File: config.mk
export PLATFORM = sky130hd
export DESIGN_NAME = seg7_scan_driver_param
export DESIGN_NICKNAME = d
export VERILOG_FILES = /design/src/rtl/seg7_scan_driver_param.sv
export SDC_FILE = /design/constraint.sdc
export NUM_CORES = 1
export LEC_CHECK = 0
export CAP_MARGIN = 20
export CORE_MARGIN = 8
export CORE_UTILIZATION = 47
export CTS_CLUSTER_DIAMETER = 50
export DETAILED_ROUTE_END_ITERATION = 16
export GPL_TIMING_DRIVEN = 0
export PLACE_DENSITY = 0.77
export SYNTH_ARGS = -nofsm -noshare
export SYNTH_HDL_FRONTEND = slang
export SYNTH_SLANG_ARGS = --single-unit
File: constraint.sdc
create_clock -name clk -period 6.15 [get_ports clk]
set_input_delay 0.9225 -clock clk [delete_from_list [all_inputs] [get_ports clk]]
set_output_delay 0.9225 -clock clk [all_outputs]
set_load 0.005 [all_outputs]
File: src/rtl/seg7_scan_driver_param.sv
// seg7_scan_driver_param
//   Multi-channel hex display driver. NUM_CH values of DATA_W bits are decoded
//   into 7-segment + DP patterns and time-multiplexed onto NUM_GRP parallel
//   segment buses that share NUM_SEL scan selects. A frame snapshot keeps the
//   display tear-free, FREEZE holds the snapshot, leading zeros can be blanked,
//   BRIGHT sets PWM duty per slot and pre_cnt == 0 is always dark so segment
//   changes never show as ghosting.
//
//   Constraints: DATA_W multiple of 4, NUM_CH*DATA_W/4 == NUM_GRP*NUM_SEL,
//   SCAN_DIV >= 4.
//
// Ports
//   clk         system clock
//   rst         synchronous reset, active-high
//   data        channel c at [c*DATA_W +: DATA_W]
//   dp_mask     decimal point per digit, bit k = global digit k
//   blank_lz    enable leading-zero blanking (snapshotted)
//   bright      brightness, 0 = 1/16 duty, 15 = full (sampled live)
//   freeze      1 = hold current snapshot
//   seg         group g at [g*8 +: 8]; bit0 = a .. bit6 = g, bit7 = dp
//   seg_sel     one-hot scan select (in output polarity)
//   frame_tick  one-cycle pulse after each snapshot load

module seg7_scan_driver_param #(
   parameter int DATA_W      = 16,
   parameter int NUM_CH      = 16,
   parameter int NUM_GRP     = 8,
   parameter int NUM_SEL     = 8,
   parameter int SCAN_DIV    = 1000,
   parameter int SEG_ACT_LOW = 1
) (
   input  logic                          clk,
   input  logic                          rst,
   input  logic [NUM_CH*DATA_W-1:0]      data,
   input  logic [NUM_CH*(DATA_W/4)-1:0]  dp_mask,
   input  logic                          blank_lz,
   input  logic [3:0]                    bright,
   input  logic                          freeze,
   output logic [NUM_GRP*8-1:0]          seg,
   output logic [NUM_SEL-1:0]            seg_sel,
   output logic                          frame_tick
);

   localparam int DIG   = DATA_W / 4;
   localparam int NDIG  = NUM_CH * DIG;
   localparam int PRE_W = $clog2(SCAN_DIV);
   localparam int SEL_W = (NUM_SEL > 1) ? $clog2(NUM_SEL) : 1;
   localparam logic [PRE_W-1:0] PRE_LAST = PRE_W'(SCAN_DIV - 1);
   localparam logic [SEL_W-1:0] SEL_LAST = SEL_W'(NUM_SEL - 1);
   localparam logic POL = (SEG_ACT_LOW != 0);

   logic [PRE_W-1:0]          pre_cnt;
   logic [SEL_W-1:0]          sel_idx;
   logic                      first_q;
   logic                      pre_wrap;
   logic                      sel_wrap;
   logic                      frame_start;
   logic                      load;

   logic [NUM_CH*DATA_W-1:0]  shd_data;
   logic [NDIG-1:0]           shd_dp;
   logic                      shd_blz;
   logic                      tick_q;

   logic [3:0]                dig_nib   [NUM_GRP][NUM_SEL];
   logic                      dig_blank [NUM_GRP][NUM_SEL];
   logic                      dig_dp    [NUM_GRP][NUM_SEL];

   logic [NUM_GRP*8-1:0]      seg_nxt;
   logic [NUM_SEL-1:0]        sel_nxt;
   logic [31:0]               thr;
   logic                      sel_en;

   function automatic logic [6:0] hex7(input logic [3:0] v);
      logic [6:0] p;
      case (v)
         4'h0:    p = 7'h3F;
         4'h1:    p = 7'h06;
         4'h2:    p = 7'h5B;
         4'h3:    p = 7'h4F;
         4'h4:    p = 7'h66;
         4'h5:    p = 7'h6D;
         4'h6:    p = 7'h7D;
         4'h7:    p = 7'h07;
         4'h8:    p = 7'h7F;
         4'h9:    p = 7'h6F;
         4'hA:    p = 7'h77;
         4'hB:    p = 7'h7C;
         4'hC:    p = 7'h39;
         4'hD:    p = 7'h5E;
         4'hE:    p = 7'h79;
         default: p = 7'h71;
      endcase
      return p;
   endfunction

   // ---------------------------------------------------------------- scan
   assign pre_wrap = (pre_cnt == PRE_LAST);
   assign sel_wrap = (sel_idx == SEL_LAST);

   always_ff @(posedge clk) begin
      if (rst) begin
         pre_cnt <= '0;
         sel_idx <= '0;
         first_q <= 1'b1;
      end else begin
         first_q <= 1'b0;
         if (pre_wrap) begin
            pre_cnt <= '0;
            sel_idx <= sel_wrap ? '0 : sel_idx + SEL_W'(1);
         end else begin
            pre_cnt <= pre_cnt + PRE_W'(1);
         end
      end
   end

   // ------------------------------------------------------------ snapshot
   // first_q forces a load on the first cycle out of reset so the display
   // does not sit on the all-zero shadow for a whole frame.
   assign frame_start = first_q || (pre_wrap && sel_wrap);
   assign load        = frame_start && !freeze;

   always_ff @(posedge clk) begin
      if (rst) begin
         shd_data <= '0;
         shd_dp   <= '0;
         shd_blz  <= 1'b0;
         tick_q   <= 1'b0;
      end else begin
         tick_q <= load;
         if (load) begin
            shd_data <= data;
            shd_dp   <= dp_mask;
            shd_blz  <= blank_lz;
         end
      end
   end

   assign frame_tick = tick_q;

   // --------------------------------------------------------- digit map
   // Every (group, select) slot maps to a fixed digit, so the nibble, the
   // blank flag and the DP bit are all static selects of the shadow. A digit
   // is a leading zero when the top 4*(n+1) bits of its channel are zero.
   for (genvar g = 0; g < NUM_GRP; g++) begin : g_map
      for (genvar s = 0; s < NUM_SEL; s++) begin : g_slot
         localparam int K   = g * NUM_SEL + s;
         localparam int C   = K / DIG;
         localparam int N   = K % DIG;
         localparam int TOP = C * DATA_W + DATA_W - 1;
         assign dig_nib[g][s]   = shd_data[TOP - 4*N -: 4];
         assign dig_blank[g][s] = shd_blz && (N < DIG - 1) &&
                                  (shd_data[TOP -: 4*(N+1)] == '0);
         assign dig_dp[g][s]    = shd_dp[K];
      end
   end

   for (genvar g = 0; g < NUM_GRP; g++) begin : g_dec
      logic [3:0] nib;
      logic       blank;
      logic       dp;
      assign nib   = dig_nib[g][sel_idx];
      assign blank = dig_blank[g][sel_idx];
      assign dp    = dig_dp[g][sel_idx];
      assign seg_nxt[g*8 +: 8] = {dp, blank ? 7'h00 : hex7(nib)};
   end

   // ------------------------------------------------------ select enable
   // Slot is lit for 1 <= pre_cnt < thr. thr is clamped so even the lowest
   // brightness keeps one lit cycle per slot.
   always_comb begin
      thr = ((32'(bright) + 32'd1) * 32'(SCAN_DIV)) >> 4;
      if (thr < 32'd2) begin
         thr = 32'd2;
      end
      sel_en  = (pre_cnt != '0) && (32'(pre_cnt) < thr);
      sel_nxt = '0;
      if (sel_en) begin
         sel_nxt[sel_idx] = 1'b1;
      end
   end

   // ---------------------------------------------------- output registers
   // seg follows sel_idx, which only moves as pre_cnt wraps to 0; that cycle
   // is always dark, so segment updates happen with every select off.
   always_ff @(posedge clk) begin
      if (rst) begin
         seg     <= {(NUM_GRP*8){POL}};
         seg_sel <= {NUM_SEL{POL}};
      end else begin
         seg     <= seg_nxt ^ {(NUM_GRP*8){POL}};
         seg_sel <= sel_nxt ^ {NUM_SEL{POL}};
      end
   end

endmodule

==> results of run 1 <==
==> final cells by class <==
class                   instances  share of cell area [%]
multi-input cells            1835                   40.97
well taps                     539                   2.555
clock buffers                  58                   4.764
repair buffers                408                   15.37
flip-flops and latches        408                   30.94
plain buffers                 180                   2.849
clock inverters                26                   1.583
diodes                          7                 0.06636
inverters                      63                  0.8959
==> power by group <==
group / total (uW) / leakage (uW) / internal [uW] / switching, uW
clock: 3040 / 0.000810 / 1850 / 1190
sequential: 2870 / 0.00335 / 2780 / 84.7
combinational: 1250 / 0.00580 / 617 / 633
total: 7160 / 0.00996 / 5250 / 1910
==> Yosys cell counts, types with 8 or more instances <==
cell	number	area, sq um
mux2_1	15	168.9
o31ai_1	8	60.06
mux2_2	50	563.0
a31oi_1	8	50.05
mux4_2	20	450.4
clkbuf_1	109	409.1
nand2_1	727	2729
nand3_1	13	65.06
or4_1	33	247.7
nand2b_1	14	87.58
a21o_1	17	127.6
nor3b_1	32	240.2
a21oi_1	413	2067
o221ai_1	30	262.8
o21ai_1	16	80.08
a22oi_1	8	60.06
dfxtp_1	408	8168
a211oi_1	12	90.09
nor2_1	83	311.6
mux2i_1	79	790.8
nand3b_1	16	120.1
o22ai_1	18	112.6
inv_1	62	232.7
buf_1	16	60.06
nor3_1	28	140.1
fa_1	10	200.2
ha_1	75	938.4
buf_2	52	260.3
nor4_1	19	118.9
o21ai_0	33	165.2
==> stage by stage <==
step	utilization [%]	cells	setup slack (ns)	instance area [sq um]	TNS [ns]
6_report	63.07	3524	0.3553	26400	0
5_1_grt	63.07	3524	0.0008513	26400	0
4_1_cts	62.99	3516	0.09566	26360	0
3_5_place_dp	58.80	3426	-1.317	24610	-10.41
3_3_place_gp	58.78	3425	-1.185	24600	-9.175
2_1_floorplan	-	2486	0.1434	19920	0
==> tightest hold or removal path, stage by stage, from the launching register on <==
cell and delay [ns]:
dfxtp_1 0.30, nand2_1 0.05, a21oi_1 0.05
==> path summary, 6_finish.rpt <==
| path | from | endpoint | depth (start not counted) |
|---|---|---|---|
| worst min-delay path | shd_dp[13]$_SDFFE_PP0P_ | shd_dp[13]$_SDFFE_PP0P_ | 2 |
| worst max-delay path | bright[1] | seg_sel[7]$_SDFF_PP1_ | 24 |
| worst max register to register | sel_idx[0]$_SDFFE_PP0N_ | seg[19]$_SDFF_PP1_ | 12 |
| worst min register to register | shd_dp[13]$_SDFFE_PP0P_ | shd_dp[13]$_SDFFE_PP0P_ | 2 |
==> flip-flops by register name, indices dropped and copies added (netlist names) <==
name,count
first_q,1
frame_tick,1
pre_cnt,10
seg,64
seg_sel,8
sel_idx,3
shd_blz,1
shd_data,256
shd_dp,64
==> cells by family after synthesis <==
logic type	synth area share, %
and+or+nand+nor	21.03
buffers and inverters	4.962
adders and majority gates	5.715
DFF	41.00
muxes	9.905
xor gates and xnor gates	0.7349
AOI/OAI and AO/OA	16.66
==> timing repair <==
item                       CTS  global route
setup endpoints to repair    8             8
hold buffers                 0             0
resized for setup           12            13
buffers inserted             6             1
pin swaps                    5             3
==> metal layers <==
| metal | vias to the layer above | track usage (%) | part of all wire (%) |
|---|---|---|---|
| li1 | 9422 | - | - |
| met1 | 9721 | 38.73 | 40 |
| met2 | 1243 | 49.07 | 45 |
| met3 | 282 | 6.573 | 10 |
| met4 | 0 | 14.50 | 5.2 |
| met5 | - | 0 | 0 |
==> impl_metrics.tcl, run 1 <==
set metrics [dict create \
    p_leak_uw 0.009963 \
    status "completed" \
    cp.required_ns 6.56 \
    clock_sinks 408 \
    cts.path.max_buffers 3 \
    place_congestion 0.9382 \
    root_buffer "clkbuf_16" \
    die_w_microns 221.9 \
    path_max_fanout 4 \
    synth_seq_cells 408 \
    hold_path_class "reg -> reg" \
    grt_overflow 0 \
    final_max_slew_viol_count 0 \
    synth_fp_nets 2899 \
    antenna_found_initial 7 \
    drcViolationCount 0 \
    crit_chain "clkbuf_2, ha_4, xor2_2, inv_1, fa_2, fa_1, fa_1, inv_1, ha_1, o21a_1, o31ai_1, a2111o_1, o211ai_1, and4b_4, nand2_1, nand2b_1, ha_1, a21oi_1, o21ai_0, o21ai_1, o211ai_1, buf_4, a2111oi_4, o21ai_1" \
    arrival_ns 6.20 \
    layout_common_cells "nand2_1, a21oi_1, dfxtp_1, clkdlybuf4s50_1, clkbuf_1" \
    regArea_sq_mm 0.008168 \
    cpPeakStageDelay_ns 0.56 \
    yosys_warnings 0 \
    synthFlopType "dfxtp_1" \
    setup_viol 0 \
    grt_pass1_wl_microns 117500 \
    finalHoldViolCount 0 \
    slew_headroom_pct 21.91 \
    critPathTopFamily "adder cells" \
    drt_wl_total_microns 79350 \
    cp-end-kind "flip-flop" \
    synth_area_sq_mm 0.01992 \
    fmax_ghz 0.1726 \
    ys_types 56 \
    dieArea_sq_mm 0.04923 \
    skew_ns 0.03114 \
    rows 75 \
    cts_made_buffers 46 \
    critPathLaunchType "primary input" \
    synth_edf_count 0 \
    finalWorstPathRequiredPeriod_ns 5.795 \
    io_pins 401 \
    crit_buf_inv 4 \
    grtUsageTotal_pct 30.53 \
    ys_async_sr_fraction_pct 0 \
    synth-seq-area-share_pct 41.00 \
    layout-drive-gt1-share_pct 7.790 \
    crit_type "in -> reg" \
    via_per_inst 5.865 \
    worst_pin_slew_ns 1.171 \
    clkLatencyLatePin_ns 0.61 \
    first_iter_violations 2156 \
    fillers 3618 \
    vias 20670 \
    ant_nets 0 \
    clk_pin_slew_ns 0.05 \
    multi_input_area_sq_mm 0.01081 \
    maxCapViolCount 0 \
    final_common_cell "nand2_1" \
    slowest_stage "fa_1" \
    post-route-period-util_pct 94.22 \
    wl_per_cell_microns 22.52 \
    rsz0062_at_grt "false" \
    htree_levels 2 \
    p_per_area_mw_per_mm2 271.1 \
    start_util_pct 47.60 \
    die_h_microns 221.9 \
    ir_worst_vdd_mv 0.2141 \
    grt_max_degree 16 \
    holdWs_ns 0.4517 \
    grt_pass1_vias 20380 \
    postSynthCellCount 2486 \
    power.total_uw 7156 \
    ff2ff_setup_slack_ns 1.70 \
    port_buffers 400 \
    area_growth_pct 32.50 \
    hpwl_microns 57750 \
    dr.pass1.iters 9 \
    core_area_sq_mm 0.04185 \
    cts_tree "built" \
    avgSynthCellArea_sq_um 8.014 \
    nNetsFinal 3355 \
]
(Power assumes the default switching activity.)
==> inputs of run 2 (changes only) <==
--- a/config.mk
+++ b/config.mk
@@ -5,7 +5,9 @@
 export SDC_FILE = /design/constraint.sdc
 export NUM_CORES = 1
 export LEC_CHECK = 0
+export ABC_AREA = 1
 export CAP_MARGIN = 20
+export CORE_ASPECT_RATIO = 0.75
 export CORE_MARGIN = 8
 export CORE_UTILIZATION = 47
 export CTS_CLUSTER_DIAMETER = 50
==> impl_metrics.tcl, run 2 <==
set metrics [dict create \
    cts.path.max_buffers 3 \
    drt_wl_total_microns 81320 \
    ant_nets 0 \
    critPathTopFamily "adder cells" \
    ir_worst_vdd_mv 0.1705 \
    hpwl_microns 61420 \
    cp-end-kind "flip-flop" \
    final_common_cell "nor2_1" \
    min_delay_path_depth 2 \
    clkLatencyLatePin_ns 0.56 \
    yosysTopAreaCell "dfxtp_1" \
    crit_type "in -> reg" \
    top_register "shd_data" \
    avgSynthCellArea_sq_um 7.299 \
    grtUsageTotal_pct 32.10 \
    via_per_inst 5.654 \
    largest_reg_flops 256 \
    synth_edf_count 0 \
    cp.depth 23 \
    drcViolationCount 0 \
    synthFlopType "dfxtp_1" \
    biggestRegsByFlops "shd_data: 256 flops, seg: 64 flops, shd_dp: 64 flops" \
    postSynthCellCount 2689 \
    slew_headroom_pct 30.90 \
    die_w_microns 252.0 \
    clock_sinks 408 \
    vias 21160 \
    grt_pass1_wl_microns 120400 \
    port_buffers 400 \
    dieArea_sq_mm 0.04862 \
    start_util_pct 47.13 \
    placedCellCount 3659 \
    synth-seq-area-share_pct 41.62 \
    area_growth_pct 31.86 \
    nNetsFinal 3552 \
    skew_ns 0.02949 \
    grt_pass1_vias 20560 \
    htree_levels 2 \
    fmax_ghz 0.1774 \
    p_leak_uw 0.01057 \
    setup_slack_ns 0.5124 \
    crit_buf_inv 4 \
    place_congestion 0.9482 \
    grt_max_degree 15 \
    ys_types 51 \
    grt_overflow 0 \
    status "completed" \
    reg2reg_depth 13 \
    synth_fp_nets 3102 \
    slowest_stage "fa_1" \
    yosysTopAreaCellShare_pct 41.62 \
    synth_area_sq_mm 0.01963 \
    core_area_sq_mm 0.04164 \
    cp.required_ns 6.56 \
    dr.pass1.iters 6 \
    ys_top_cells_by_area "dfxtp_1, nor2_1, o21ai_0" \
    layout_common_cells "nor2_1, o21ai_0, dfxtp_1, clkdlybuf4s50_1, inv_1" \
    final_max_slew_viol_count 0 \
    power.total_uw 7018 \
    finalWorstPathRequiredPeriod_ns 5.638 \
    synth_seq_cells 408 \
    cpPeakStageDelay_ns 0.55 \
    wl_per_cell_microns 21.72 \
    layout-drive-gt1-share_pct 7.285 \
    io_pins 401 \
    antenna_found_initial 3 \
    first_iter_violations 2315 \
    worst_pin_slew_ns 1.037 \
    maxCapViolCount 0 \
    yosysMostFrequentCell "nor2_1" \
    post-route-period-util_pct 91.67 \
    utilization_pct 62.15 \
    path_max_fanout 7 \
    die_h_microns 193.0 \
    ys_async_sr_fraction_pct 0 \
    hold_path_class "reg -> reg" \
    cts_made_buffers 43 \
    final_cell_count_no_fill 3743 \
    crit_chain "clkdlybuf4s50_1, inv_1, nor3_2, xor2_2, fa_1, fa_1, fa_1, inv_1, ha_1, or2_1, nand3_1, nand2_1, nand2_1, nand2_1, nor3_1, nand2_1, nand3_1, ha_1, nand3_1, a31oi_1, nor3_4, buf_12, nand3_1" \
    clk_pin_slew_ns 0.06 \
    fillers 3759 \
    arrival_ns 6.05 \
    p_per_area_mw_per_mm2 271.2 \
    finalHoldViolCount 0 \
    rsz0062_at_grt "false" \
    rows 65 \
    ys_top_cells_by_count "nor2_1, o21ai_0, dfxtp_1, inv_1, nand2_1" \
    pre_cts_slack_ns -1.016 \
    cts_tree "built" \
    critPathLaunchType "primary input" \
    yosys_warnings 0 \
    setup_viol 0 \
    root_buffer "clkbuf_16" \
]
==> run 2: worst min-delay path: stages, from the launching register on <==
cell and delay, ns:
dfxtp_1 0.30, inv_1 0.06, a21oi_1 0.06
==> run 2: final cells by class <==
cell class / count / area [sq um] / area share, %
sequential: 408 / 8168 / 31.56
antenna: 3 / 7.507 / 0.02901
clock buffer: 58 / 1235 / 4.772
clock inverter: 19 / 220.2 / 0.8509
multi-input combinational: 1876 / 9707 / 37.51
buffer: 157 / 829.5 / 3.205
inverter: 248 / 940.9 / 3.636
timing repair buffer: 405 / 4060 / 15.69
tap: 569 / 711.9 / 2.751
==> run 2: metrics by stage <==
step / hold WS, ns / cell area [sq um] / setup TNS (ns)
after floorplan: 0.4255 / 19630 / 0
after global placement: 0.4399 / 24340 / -6.381
after detailed placement: 0.4441 / 24350 / -7.186
after CTS: 0.4575 / 25840 / 0
after global routing: 0.4827 / 25880 / 0
final: 0.4601 / 25880 / 0
==> run 2: timing repair <==
action,CTS,global route
buffers inserted,1,3
hold buffers,0,0
gates resized for setup,2,2
endpoints found under the hold margin,0,0
endpoints found under the setup margin,8,8
pin swaps,1,1
==> run 2: per-layer routing <==
layer  up-vias  wire length, microns  GRT usage (%)
met4         2                  3486          12.57
met1      9738                 33090          42.41
met3       232                  9577          8.264
met5         -                    12              0
li1       9854                     -              -
met2      1337                 35150          50.07
==> run 2: path summary, 6_finish.rpt <==
check                           slack (ns)                    start                       to
worst max-delay path                  0.51                bright[1]    seg_sel[7]$_SDFF_PP1_
worst min-delay path                  0.46  shd_dp[36]$_SDFFE_PP0P_  shd_dp[36]$_SDFFE_PP0P_
worst max register to register        2.96  sel_idx[2]$_SDFFE_PP0N_       seg[27]$_SDFF_PP1_
worst min register to register        0.46  shd_dp[36]$_SDFFE_PP0P_  shd_dp[36]$_SDFFE_PP0P_
==> run 2: where the power goes <==
group	switching, uW	leakage (uW)	internal, uW	total, uW
Combinational	744	0.00647	609	1350
Clock	1140	0.000720	1590	2720
Sequential	111	0.00337	2830	2940
Total	1990	0.0106	5030	7020
==> run 2: kinds of logic after synthesis <==
kind of cell    count (synthesis)  share of synthesized area [%]
flops                         408                          41.62
simple gates                 1010                          21.83
fa+ha+maj                      85                          5.801
xor+xnor                        4                         0.1785
buf+inv                       405                          9.021
compound gates                777                          21.55
